### src/rtl/risc_ctrl_seq_pkg.sv
// Shared definitions for the RISC control sequencer: opcodes, phase encoding
// and the ALU-class helper.
package risc_pkg;

    localparam int OP_W = 3;
    localparam int ST_W = 3;

    localparam logic [OP_W-1:0] OP_HLT  = 3'd0;
    localparam logic [OP_W-1:0] OP_SKZ  = 3'd1;
    localparam logic [OP_W-1:0] OP_ADD  = 3'd2;
    localparam logic [OP_W-1:0] OP_ANDD = 3'd3;
    localparam logic [OP_W-1:0] OP_XORR = 3'd4;
    localparam logic [OP_W-1:0] OP_LDA  = 3'd5;
    localparam logic [OP_W-1:0] OP_STO  = 3'd6;
    localparam logic [OP_W-1:0] OP_JMP  = 3'd7;

    typedef enum logic [ST_W-1:0] {
        S0 = 3'd0, S1 = 3'd1, S2 = 3'd2, S3 = 3'd3,
        S4 = 3'd4, S5 = 3'd5, S6 = 3'd6, S7 = 3'd7
    } phase_e;

    function automatic logic is_alu_op(input logic [OP_W-1:0] op);
        case (op)
            OP_ADD, OP_ANDD, OP_XORR, OP_LDA: is_alu_op = 1'b1;
            default:                          is_alu_op = 1'b0;
        endcase
    endfunction

endpackage

### src/rtl/risc_ctrl_seq_if.sv
// Control bundle between the sequencer and the rest of the core.
// The master side supplies run enable, opcode and zero flag; the slave returns strobes.
interface risc_ctrl_seq_if;
    import risc_pkg::*;

    logic            ena;
    logic [OP_W-1:0] opcode;
    logic            zero;
    logic            inc_pc;
    logic            load_pc;
    logic            rd;
    logic            wr;
    logic            load_ir;
    logic            datactl_ena;
    logic            load_acc;
    logic            halt;
    logic [ST_W-1:0] phase;

    modport master (
        output ena, opcode, zero,
        input  inc_pc, load_pc, rd, wr, load_ir, datactl_ena, load_acc, halt, phase
    );

    modport slave (
        input  ena, opcode, zero,
        output inc_pc, load_pc, rd, wr, load_ir, datactl_ena, load_acc, halt, phase
    );
endinterface

### src/rtl/risc_ctrl_seq_decode.sv
// Strobe decoder: maps registered sequencer state to the core control strobes.
// Only ena reaches the strobes combinationally, and only as a freeze gate.
module risc_ctrl_decode
    import risc_pkg::*;
(
    input  phase_e          phase,
    input  logic [OP_W-1:0] op,
    input  logic            zero,
    input  logic            halt_q,
    input  logic            ena,
    output logic            inc_pc,
    output logic            load_pc,
    output logic            rd,
    output logic            wr,
    output logic            load_ir,
    output logic            datactl_ena,
    output logic            load_acc,
    output logic            halt
);

    logic alu_s;
    logic sto_s;
    logic jmp_s;
    logic skip_s;

    // Instruction-class flags from the latched opcode and zero flag
    always_comb begin
        alu_s  = is_alu_op(op);
        sto_s  = (op == OP_STO);
        jmp_s  = (op == OP_JMP);
        skip_s = (op == OP_SKZ) && zero;
    end

    // Per-phase strobe decode, silenced while frozen or halted
    always_comb begin
        inc_pc      = 1'b0;
        load_pc     = 1'b0;
        rd          = 1'b0;
        wr          = 1'b0;
        load_ir     = 1'b0;
        datactl_ena = 1'b0;
        load_acc    = 1'b0;
        halt        = halt_q | ((phase == S3) && (op == OP_HLT));
        if (ena && !halt_q) begin
            case (phase)
                S0, S1: begin
                    rd      = 1'b1;
                    load_ir = 1'b1;
                    inc_pc  = 1'b1;
                end
                S4: begin
                    rd          = alu_s;
                    load_pc     = jmp_s;
                    datactl_ena = sto_s;
                end
                S5: begin
                    rd          = alu_s;
                    load_acc    = alu_s;
                    load_pc     = jmp_s;
                    inc_pc      = jmp_s | skip_s;
                    wr          = sto_s;
                    datactl_ena = sto_s;
                end
                S6: begin
                    rd          = alu_s;
                    datactl_ena = sto_s;
                end
                S7: begin
                    inc_pc = skip_s;
                end
                default: begin
                    inc_pc = 1'b0;
                end
            endcase
        end else begin
            inc_pc = 1'b0;
        end
    end

endmodule

### src/rtl/risc_ctrl_seq.sv
// Eight-phase instruction sequencer: holds phase, latched opcode/zero and halt
// state, and feeds them to the strobe decoder.
module risc_ctrl_seq
    import risc_pkg::*;
(
    input  logic           clk1,
    input  logic           rst,
    risc_ctrl_seq_if.slave bus
);

    phase_e          phase_r;
    phase_e          phase_nx_s;
    logic [OP_W-1:0] op_r;
    logic [OP_W-1:0] op_nx_s;
    logic            zero_r;
    logic            zero_nx_s;
    logic            halt_r;
    logic            halt_nx_s;

    // Next-state: advance when running; HLT in S3 parks the phase; latch on S2 exit
    always_comb begin
        phase_nx_s = phase_r;
        op_nx_s    = op_r;
        zero_nx_s  = zero_r;
        halt_nx_s  = halt_r;
        if (bus.ena && !halt_r) begin
            if ((phase_r == S3) && (op_r == OP_HLT)) begin
                halt_nx_s = 1'b1;
            end else begin
                phase_nx_s = phase_e'(phase_r + 3'd1);
                if (phase_r == S2) begin
                    op_nx_s   = bus.opcode;
                    zero_nx_s = bus.zero;
                end else begin
                    op_nx_s   = op_r;
                    zero_nx_s = zero_r;
                end
            end
        end else begin
            phase_nx_s = phase_r;
        end
    end

    // State register with synchronous reset taking priority over everything
    always_ff @(posedge clk1) begin
        if (rst) begin
            phase_r <= S0;
            op_r    <= 3'd0;
            zero_r  <= 1'b0;
            halt_r  <= 1'b0;
        end else begin
            phase_r <= phase_nx_s;
            op_r    <= op_nx_s;
            zero_r  <= zero_nx_s;
            halt_r  <= halt_nx_s;
        end
    end

    assign bus.phase = phase_r;

    risc_ctrl_decode u_decode (
        .phase       (phase_r),
        .op          (op_r),
        .zero        (zero_r),
        .halt_q      (halt_r),
        .ena         (bus.ena),
        .inc_pc      (bus.inc_pc),
        .load_pc     (bus.load_pc),
        .rd          (bus.rd),
        .wr          (bus.wr),
        .load_ir     (bus.load_ir),
        .datactl_ena (bus.datactl_ena),
        .load_acc    (bus.load_acc),
        .halt        (bus.halt)
    );

endmodule
### src/flat_wrapper.sv
// flat-port wrapper written by rule: the top's interface ports become plain ports
module risc_ctrl_seq_flat import risc_pkg::*;
  (clk1, rst, bus_ena, bus_opcode, bus_zero, bus_inc_pc, bus_load_pc, bus_rd, bus_wr, bus_load_ir, bus_datactl_ena, bus_load_acc, bus_halt, bus_phase);
  risc_ctrl_seq_if bus_i ();
  input  logic clk1;
  input  logic rst;
  input wire logic [$bits(bus_i.ena)-1:0] bus_ena;
  input wire logic [$bits(bus_i.opcode)-1:0] bus_opcode;
  input wire logic [$bits(bus_i.zero)-1:0] bus_zero;
  output wire logic [$bits(bus_i.inc_pc)-1:0] bus_inc_pc;
  output wire logic [$bits(bus_i.load_pc)-1:0] bus_load_pc;
  output wire logic [$bits(bus_i.rd)-1:0] bus_rd;
  output wire logic [$bits(bus_i.wr)-1:0] bus_wr;
  output wire logic [$bits(bus_i.load_ir)-1:0] bus_load_ir;
  output wire logic [$bits(bus_i.datactl_ena)-1:0] bus_datactl_ena;
  output wire logic [$bits(bus_i.load_acc)-1:0] bus_load_acc;
  output wire logic [$bits(bus_i.halt)-1:0] bus_halt;
  output wire logic [$bits(bus_i.phase)-1:0] bus_phase;
  assign bus_i.ena = bus_ena;
  assign bus_i.opcode = bus_opcode;
  assign bus_i.zero = bus_zero;
  assign bus_inc_pc = bus_i.inc_pc;
  assign bus_load_pc = bus_i.load_pc;
  assign bus_rd = bus_i.rd;
  assign bus_wr = bus_i.wr;
  assign bus_load_ir = bus_i.load_ir;
  assign bus_datactl_ena = bus_i.datactl_ena;
  assign bus_load_acc = bus_i.load_acc;
  assign bus_halt = bus_i.halt;
  assign bus_phase = bus_i.phase;
  risc_ctrl_seq u_core (.clk1(clk1), .rst(rst), .bus(bus_i));
endmodule
### config.mk
export PLATFORM = sky130hd
export DESIGN_NAME = risc_ctrl_seq_flat
export DESIGN_NICKNAME = d
export VERILOG_FILES = /design/src/rtl/risc_ctrl_seq_pkg.sv /design/src/rtl/risc_ctrl_seq_if.sv /design/src/rtl/risc_ctrl_seq_decode.sv /design/src/rtl/risc_ctrl_seq.sv /design/src/flat_wrapper.sv
export SDC_FILE = /design/constraint.sdc
export NUM_CORES = 1
export LEC_CHECK = 0
export BUFFER_PORTS_ARGS = -buffer_cell sky130_fd_sc_hd__buf_4
export CORE_AREA = 2 2 41 43
export DETAILED_ROUTE_END_ITERATION = 16
export DIE_AREA = 0 0 43 45
export PLACE_DENSITY = 0.68
export REMOVE_ABC_BUFFERS = 1
export SLEW_MARGIN = 20
export SYNTH_ARGS = -nofsm -noshare
export SYNTH_HDL_FRONTEND = slang
export SYNTH_SLANG_ARGS = --single-unit
### constraint.sdc
create_clock -name clk1 -period 1.7 [get_ports clk1]
set_input_delay 0.085 -clock clk1 [delete_from_list [all_inputs] [get_ports clk1]]
set_output_delay 0.085 -clock clk1 [all_outputs]
set_load 0.005 [all_outputs]
==> reports/qor.yml, run 1 <==
cp_cell_sequence: "buf_6, inv_4, ha_4, nor2_4, or4_4, o41ai_4, buf_4"
violations: "negative setup slack"
design.core.area_mm2: 0.00147
firstDrtPassIters: 4
sequentialPowerShare_pct: 39.3
routabilityCongestion: 0.789
die_area_mm2: 0.00194
period_minus_slack_ns: 1.75
viasPerCell: 5.52
setup_slack_ns: -0.0532
cp.arrival_ns: 1.67
yosys-top-cells-area: "dfxtp_1 26%, ha_1 12%, nand2b_1 10%, mux2i_1 6.6%, a21oi_1 5.0%"
hold_slack_ns: 0.0734
num_io_pins: 18
p_int_mw: 0.376
ant_nets: 0
antenna_found_initial: 0
slowest_stage: "or4_4"
vdd_drop_max_uv: 370
drtIter0Drc: 9
fp-row-count: 14
place_hpwl_um: 1050
num_antenna_cells: 0
cts_buffers: 3
ys_seq_area_share_pct: 26.4
worstMarginPinSlew_ns: 0.528
crit_type: "reg2out"
crit_buf_inv: 3
wl_per_cell_um: 14.3
r2r_end: "u_core.bus.phase[2]"
use_met2_pct: 31.8
grt_overflow: 0
critPathLaunchType: "flip-flop"
yosysTopAreaCell: "dfxtp_1"
p_comb_share_pct: 34.2
avgSynthCellArea_um2: 8.41
hold-path-cell-count: 2
cts_tree: "built"
cts.sinks: 8
finalMaxSlewViolations: 0
n_fill_cell: 125
layout_common_cells: "28 x buf_4, 10 x nand2b_1, 6 x a21oi_1, 6 x dfxtp_1"
whs_endpoint: "u_core.bus.phase[1]"
clk_pin_slew_worst_paths_ns: 0.05
finClkSkew_ns: 0.00232
die_height_um: 45
synthDistinctLibCells: 26
slowest_delay_ns: 0.49
final_common_cell: "buf_4"
dpl_worst_slack_ns: 0.0182
power_frac_clock_pct: 26.5
vias: 640
grt_pass1_vias: 578
slew_headroom_pct: 64.3
p_sw_share_pct: 28.0
fin_nets: 115
multiInputGateArea_um2: 488
area_growth_pct: 56.4
final_area_um2: 947
fin_crit_sh_pct: 103
final_layout_size_suffix_gt1_share_pct: 48.0
place_area_um2: 763
htree_levels: 1
drc: 0
hold_viol: 0
syn-cell-area_um2: 606
crit_fanout: 5
grt_use_met1_pct: 20.5
netSwitchingPower_mw: 0.146
clock_latency_ns: 0.25
r2r_setup_slack_ns: 0.11
power_mw: 0.522
grt_max_degree: 13
r2r_start: "u_core.bus.phase[0]"
crit_path_start: "u_core.bus.phase[0]"
hp-start: "rst"
cp_top_family: "simple AND/OR/NAND/NOR gates"
root_buffer: "clkbuf_4"
regArea_um2: 165
use_met3_pct: 2.80
timing.fmax_mhz: 570
netlist_instances: 72
ctsLongestPathBuffers: 2
power_per_cell_area_mw_per_mm2: 551
io_buffers: 17
ys_warn_count: 0
cp.required_ns: 1.62
status: "finished with violations"
worst-r2r-cell-count: 5
grt_pass1_wl_um: 2570
die_x_um: 43
initial_core_util_pct: 41.2
grt_usage_pct: 18.5
yosysTopAreaCellShare_pct: 26.4
cap_violations: 0
wl_um: 1660
leakage_nw: 0.387
setup_viol_count_final: 1
busiest_layer: "met2"
synth_seq_cells: 8
end_kind: "output port"
rsz0062_at_grt: "true"
cts_hold_buf: 0
hp-class: "in2reg"
how the worst max path moves through the flow:
stage | endpoint | slack [ns] | cells after the start
5_1_grt | bus_inc_pc | -0.10 | 7
6_report | bus_inc_pc | -0.05 | 7
3_5_place_dp | u_core.op_r[1] | 0.02 | 5
4_1_cts | bus_inc_pc | -0.05 | 7
2_1_floorplan | u_core.op_r[0] | 0.03 | 5
3_3_place_gp | u_core.op_r[0] | 0.08 | 5
power by group through the flow:
stage | sequential, mW | clock [mW] | combinational, mW
3_3_place_gp | 0.205 | 0 | 0.118
2_1_floorplan | 0.211 | 0 | 0.0532
4_1_cts | 0.205 | 0.146 | 0.158
6_report | 0.205 | 0.138 | 0.178
3_5_place_dp | 0.206 | 0 | 0.120
5_1_grt | 0.206 | 0.153 | 0.194
routing by layer:
| layer | share of wire (%) | wire [µm] |
|---|---|---|
| met3 | 3.9 | 65 |
| met1 | 41 | 677 |
| met5 | 0 | 0 |
| met2 | 52 | 869 |
| met4 | 3.1 | 51 |
kinds of logic after synthesis:
group                      synth area share, %
and+or+nand+nor                           30.8
muxes                                     6.61
xor gates and xnor gates                  1.45
DFF                                       26.4
adders and majority gates                 12.4
AOI/OAI and AO/OA                         14.7
buffers and inverters                     7.64
synthesized netlist by cell type:
cell type,number
nand2b_1,10
and4_4,1
nor2b_1,1
a311oi_1,1
mux2i_1,4
buf_2,1
nand2_1,3
ha_1,6
and2_1,1
or4_1,1
inv_1,3
xnor2_1,1
dfxtp_1,8
nor2_1,3
o41ai_1,1
a21oi_1,6
nand3_1,4
buf_6,2
or4b_4,1
o21ai_0,3
clkbuf_1,2
nor4b_1,1
a221oi_1,1
nor3b_1,1
nor3_1,4
o31a_1,2
timing repair:
item / in CTS / in global routing
gates resized for setup: 20 / 5
pin swaps: 6 / 4
endpoints found under the setup margin: 2 / 5
setup buffers: 5 / 2
final cells by class:
type,count,area share [%]
clock buffer,3,2.38
inverter,3,1.98
multi-input combinational,56,51.5
sequential,8,17.4
tap,16,2.11
timing repair buffer,30,24.6
sequential cells by signal (all words and copies together) (netlist names):
signal,cells
u_core.halt_r,1
u_core.op_r,3
u_core.zero_r,1
u_core.bus.phase,3
per-stage QoR:
step	utilization (%)	instances	setup TNS [ns]
finish	64.4	116	-0.0532
global route	64.4	116	-0.115
CTS	61.1	114	-0.0498
detailed placement	51.9	106	0
global placement	51.9	106	0
floorplan	-	67	0
Power figures use the tool's default switching activity.
==> inputs of run 2 (changes only) <==
--- a/config.mk
+++ b/config.mk
@@ -5,11 +5,12 @@
 export SDC_FILE = /design/constraint.sdc
 export NUM_CORES = 1
 export LEC_CHECK = 0
+export ABC_AREA = 1
 export BUFFER_PORTS_ARGS = -buffer_cell sky130_fd_sc_hd__buf_4
-export CORE_AREA = 2 2 41 43
+export CORE_AREA = 2 2 42 44
 export DETAILED_ROUTE_END_ITERATION = 16
-export DIE_AREA = 0 0 43 45
-export PLACE_DENSITY = 0.68
+export DIE_AREA = 0 0 44 46
+export PLACE_DENSITY = 0.7
 export REMOVE_ABC_BUFFERS = 1
 export SLEW_MARGIN = 20
 export SYNTH_ARGS = -nofsm -noshare
==> constraint.sdc (replaced) <==
create_clock -name clk1 -period 1.7 [get_ports clk1]
set_input_delay 0.17 -clock clk1 [delete_from_list [all_inputs] [get_ports clk1]]
set_output_delay 0.17 -clock clk1 [all_outputs]
set_load 0.005 [all_outputs]
==> reports/qor.yml, run 2 <==
status: "finished, final reports clean"
viasPerCell: 4.78  # -13%
area_growth_pct: 28.9
async_reset_ff_share_pct: 0  # unchanged
routabilityCongestion: 0.861  # +9.2%
cts_tree: "built"
synth_edf_count: 0  # unchanged
grt_pass1_vias: 553  # -4.3%
timing.fmax_mhz: 631  # +11%
crit_fanout: 5  # unchanged
rsz0062_at_grt: "false"
setup_viol_count_final: 0  # -1
cap_violations: 0  # unchanged
wl_per_cell_um: 9.84  # -31%
finClkSkew_ns: 0.00127  # -0.00105 ns
yosysTopAreaCellShare_pct: 23.8  # -2.6 points
cts.sinks: 8  # unchanged
drtIter0Drc: 7  # -2
crit_type: "reg2out"
n_fill_cell: 162  # +30%
layout_common_cells: "22 x inv_1, 21 x nand2_1, 19 x buf_4"
ys_seq_area_share_pct: 23.8  # -2.6 points
fin_nets: 135  # +17%
cp_cell_sequence: "inv_1, ha_2, nor2_2, nand2_1, nor3b_2, buf_4"
vdd_drop_max_uv: 414  # +12%
wl_um: 1350  # -19%
ctsLongestPathBuffers: 2  # unchanged
hp-class: "in2reg"
final_layout_size_suffix_gt1_share_pct: 36.7  # -11 points
ant_nets: 0  # unchanged
synth_seq_cells: 8  # unchanged
root_buffer: "clkbuf_4"
die_area_mm2: 0.00202  # +4.6%
grt_max_degree: 11  # -2
cp.required_ns: 1.53  # -0.09 ns
final_common_cell: "inv_1"
grt_usage_pct: 15.2  # -3.3 points
fp-row-count: 15  # +1
period_minus_slack_ns: 1.59  # -0.168 ns
yosys-top-cells-area: "dfxtp_1 24%, inv_1 13%, nand2_1 12%, ha_1 11%, nor2_1 4.5%"
fin_crit_sh_pct: 93.3  # -9.9 points
finalMaxSlewViolations: 0  # unchanged
initial_core_util_pct: 41.6  # +0.47 points
final.setup.tns_ns: 0  # +0.0532 ns
yosysMostFrequentCell: "inv_1"
cp.arrival_ns: 1.42  # -0.25 ns
num_io_pins: 18  # unchanged
critPathLaunchType: "flip-flop"
io_buffers: 17  # unchanged
netlist_instances: 100  # +39%
syn-cell-area_um2: 672  # +11%
yosysTopAreaCell: "dfxtp_1"
yosys-top-cells-count: "23 x inv_1, 21 x nand2_1, 8 x dfxtp_1, 8 x nor2_1, 6 x ha_1"
slowest_stage: "dfxtp_4"
grt_pass1_wl_um: 2240  # -13%
synth-main-ff-cell: "dfxtp_1"
end_kind: "output port"
synthDistinctLibCells: 22  # -15%
grt_overflow: 0  # unchanged
dp_cells: 133  # +25%
ys_warn_count: 0  # unchanged
design.core.area_mm2: 0.00161  # +9.7%
clock_latency_ns: 0.25  # about the same
place_hpwl_um: 1050  # -0.25%
antenna_found_initial: 0  # unchanged
firstDrtPassIters: 4  # unchanged
leakage_nw: 0.437  # +13%
avgSynthCellArea_um2: 6.72  # -20%
fin_cells: 137  # +18%
clk_pin_slew_worst_paths_ns: 0.05  # about the same
die_height_um: 46  # +2.2%
slew_headroom_pct: 84.9  # +21 points
hold_viol: 0  # unchanged
worstMarginPinSlew_ns: 0.225  # -0.303 ns
final_core_util_pct: 53.6  # -11 points
drc: 0  # unchanged
die_x_um: 44  # +2.3%
num_antenna_cells: 0  # unchanged
cts_hold_buf: 0  # unchanged
vias: 655  # +2.3%
power_mw: 0.489  # -6.3%
cts_buffers: 3  # unchanged
slowest_delay_ns: 0.37  # -0.12 ns
power_per_cell_area_mw_per_mm2: 565  # +2.5%
htree_levels: 1  # unchanged
## run 2: cell count changes in the layout (fill, tap and decap cells not counted), sizes merged, moves of 3 or more
cell | previous run | this run
buf | 30 | 19
nand2 | 3 | 24
nand4 | 0 | 4
nor3 | 4 | 1
mux2i | 4 | 0
inv | 3 | 25
nand2b | 10 | 0
nor2 | 3 | 11
## run 2: path summary, 6_finish.rpt
kind	from	endpoint	slack (ns)	depth (start not counted)
max	u_core.bus.phase[0]	bus_datactl_ena	0.11	6
min	rst	u_core.bus.phase[0]	0.08	2
max reg2reg	u_core.bus.phase[0]	u_core.op_r[1]	0.25	10
min reg2reg	u_core.bus.phase[1]	u_core.bus.phase[1]	0.49	2
## run 2: area by class of cell
type	instances	area, µm²	share of cell area [%]
flip-flops and latches	8	166	19.2
multi-input cells	65	419	48.4
inverters	25	93.8	10.8
clock buffers	3	22.5	2.60
well taps	17	21.3	2.46
repair buffers	19	143	16.5
## run 2: metal layers
layer | share of wire (%) | routed length (µm) | GRT usage [%]
met5 | 0 | 0 | 0
met4 | 3.6 | 49 | 12.7
met3 | 4.0 | 54 | 1.19
met1 | 46 | 615 | 19.6
met2 | 47 | 628 | 22.9
## run 2: cell families after synthesis
group / share of synthesized area [%]
DFF: 23.8
adders and majority gates: 11.2
buffers and inverters: 17.3
AOI/OAI and AO/OA: 7.26
and+or+nand+nor: 40.4
## run 2: metrics by stage
| step | hold slack (ns) | setup slack, ns | area, µm² |
|---|---|---|---|
| floorplan | 0.239 | 0.367 | 649 |
| global placement | 0.347 | 0.221 | 806 |
| detailed placement | 0.350 | 0.182 | 806 |
| CTS | 0.0775 | 0.0226 | 838 |
| global route | 0.0675 | 0.00783 | 866 |
| finish | 0.0759 | 0.114 | 866 |
## run 2: what timing repair did
action | in CTS | in global routing
pin swaps | 1 | 1
buffers inserted | 1 | 0
hold endpoints to repair | 0 | 0
setup endpoints to repair | 2 | 3
cloned | 0 | 0
gates resized for setup | 2 | 9
## run 2: power breakdown
group / internal (mW) / switching, mW / leakage (nW)
Sequential: 0.197 / 0.0138 / 0.0665
Combinational: 0.0648 / 0.0693 / 0.357
Clock: 0.0807 / 0.0630 / 0.0138
## run 2: worst max-delay path, delay by kind of cell (launching register included)
kind,cells,cell delay (ns)
buffers and inverters,2,0.22
and+or+nand+nor,3,0.36
DFF,1,0.37
adders and majority gates,1,0.21
==> inputs of run 3 (changes only) <==
--- a/config.mk
+++ b/config.mk
@@ -5,12 +5,12 @@
 export SDC_FILE = /design/constraint.sdc
 export NUM_CORES = 1
 export LEC_CHECK = 0
-export ABC_AREA = 1
+export ABC_AREA = 0
 export BUFFER_PORTS_ARGS = -buffer_cell sky130_fd_sc_hd__buf_4
-export CORE_AREA = 2 2 42 44
+export CORE_AREA = 2 2 39 41
 export DETAILED_ROUTE_END_ITERATION = 16
-export DIE_AREA = 0 0 44 46
-export PLACE_DENSITY = 0.7
+export DIE_AREA = 0 0 41 43
+export PLACE_DENSITY = 0.72
 export REMOVE_ABC_BUFFERS = 1
 export SLEW_MARGIN = 20
 export SYNTH_ARGS = -nofsm -noshare
==> constraint.sdc (replaced) <==
create_clock -name clk1 -period 1.5 [get_ports clk1]
set_input_delay 0.15 -clock clk1 [delete_from_list [all_inputs] [get_ports clk1]]
set_output_delay 0.15 -clock clk1 [all_outputs]
set_load 0.005 [all_outputs]
==> reports/qor.yml, run 3 (same netlist as run 1, synthesis figures left out) <==
power_per_cell_area_mw_per_mm2: 579  # +2.6%
met3_length_um: 315  # +480%
wl_met2_um: 1410  # +120%
final.setup.tns_ns: -2.56  # -2.56 ns
slew_headroom_pct: 73.3  # -12 points
status: "finished with violations"
die_height_um: 43  # -6.5%
die_area_mm2: 0.00176  # -13%
netSwitchingPower_mw: 0.222  # +52%
cts_tree: "built"
p_comb_share_pct: 43.1  # +16 points
slowest_delay_ns: 0.40  # +0.03 ns
final_core_util_pct: 87.1  # +33 points
initial_core_util_pct: 43.8  # +2.1 points
fin_nets: 129  # -4.4%
grt_pass1_wl_um: 3170  # +42%
cp_cell_sequence: "buf_4, nor3b_1, a21oi_1, o41ai_2, buf_4"
place_hpwl_um: 1120  # +6.4%
cp_top_family: "compound AO/OA/AOI/OAI gates"
die_x_um: 41  # -6.8%
fin_crit_sh_pct: 126
viasPerCell: 6.09  # +27%
violations: "negative setup slack"
ant_nets: 0  # unchanged
hold_slack_ns: 0.154  # +0.0778 ns
design.core.area_mm2: 0.00138  # -14%
grt_overflow: 0  # unchanged
hold-path-cell-count: 2  # unchanged
critPathLaunchType: "flip-flop"
firstDrtPassIters: 4  # unchanged
clock_latency_ns: 0.25  # about the same
num_antenna_cells: 0  # unchanged
crit_fanout: 5  # unchanged
wl_met1_um: 1040  # +69%
clk_pin_slew_worst_paths_ns: 0.06  # about the same
p_int_mw: 0.476  # +39%
topRoutingLayerUsed: "met4"
path_depth: 5  # -1
worst-r2r-cell-count: 8  # -2
setup_viol_count_final: 14  # +14
layout_common_cells: "31 x buf_4, 13 x buf_6, 9 x nand2b_1"
hp-class: "in2reg"
sequentialPowerShare_pct: 33.6  # -9.6 points
vdd_drop_max_uv: 589  # +42%
drc: 0  # unchanged
cts_hold_buf: 0  # unchanged
crit_buf_inv: 2  # unchanged
num_io_pins: 18  # unchanged
grt_usage_pct: 26.9  # +12 points
area_growth_pct: 99.0
timing.fmax_mhz: 530
worstMarginPinSlew_ns: 0.398  # +0.173 ns
cp.required_ns: 1.35  # -0.18 ns
root_buffer: "clkbuf_4"
grt_max_degree: 13  # +2
slowest_stage: "o41ai_2"
drtIter0Drc: 32  # +25
finClkSkew_ns: 0.0123  # +0.0110 ns
grt_pass1_vias: 700  # +27%
fp-row-count: 14  # -1
cap_violations: 0  # unchanged
leakage_nw: 0.502  # +15%
cts_buffers: 3  # unchanged
vias: 792  # +21%
wl_um: 2890  # +110%
end_kind: "output port"
ctsLongestPathBuffers: 2  # unchanged
crit_type: "reg2out"
r2r_setup_slack_ns: -0.22  # -0.47 ns
hold_viol: 0  # unchanged
rsz0062_at_grt: "true"
cts.sinks: 8  # unchanged
antenna_found_initial: 0  # unchanged
dpl_worst_slack_ns: -0.179  # -0.360 ns
period_minus_slack_ns: 1.89
cp.arrival_ns: 1.74  # +0.32 ns
io_buffers: 17  # unchanged
crit_top_cell: "buf_4"
finalMaxSlewViolations: 0  # unchanged
htree_levels: 1  # unchanged
setup_slack_ns: -0.386  # -0.501 ns
dp_cells: 115  # -14%
final_layout_size_suffix_gt1_share_pct: 71.1  # +34 points
wl_per_cell_um: 22.3  # +130%
routabilityCongestion: 0.813  # -5.6%
p_sw_share_pct: 31.8  # +1.9 points
final_common_cell: "buf_4"
power_frac_clock_pct: 23.2  # -6.2 points
fin_cells: 130  # -5.1%
-- run 3: layout make-up --
type,count,area (µm²)
flip-flops and latches,8,169
well taps,16,20.0
clock buffers,3,22.5
inverters,3,18.8
fillers,60,179
multi-input cells,56,596
repair buffers,44,379
-- run 3: through the flow --
stage / total power [mW] / instance area, µm²
6_report: 0.698 / 1200
5_1_grt: 0.719 / 1200
4_1_cts: 0.618 / 1060
3_5_place_dp: 0.390 / 831
3_3_place_gp: 0.385 / 831
2_1_floorplan: 0.300 / 571
-- run 3: path summary, 6_finish.rpt --
kind,start,endpoint
min reg2reg,u_core.halt_r,u_core.halt_r
max,u_core.op_r[2],bus_inc_pc
max reg2reg,u_core.bus.phase[0],u_core.bus.phase[1]
min,rst,u_core.bus.phase[0]
-- run 3: layer usage --
metal,GRT usage (%),up-vias
li1,-,345
met1,29.7,361
met2,48.1,73
met3,5.24,13
met4,8.00,0
met5,0,-
-- run 3: repair_timing --
action                                  in CTS  in global routing
resized for setup                           38                 25
pin swaps                                   13                  4
endpoints found under the setup margin      15                 15
buffers inserted                             7                  6
gates cloned                                 0                  0
-- run 3: power by group through the flow --
stage / sequential (mW) / clock (mW) / combinational, mW
2_1_floorplan: 0.239 / 0 / 0.0603
3_3_place_gp: 0.232 / 0 / 0.153
3_5_place_dp: 0.233 / 0 / 0.157
4_1_cts: 0.232 / 0.160 / 0.226
5_1_grt: 0.235 / 0.168 / 0.316
6_report: 0.235 / 0.162 / 0.301
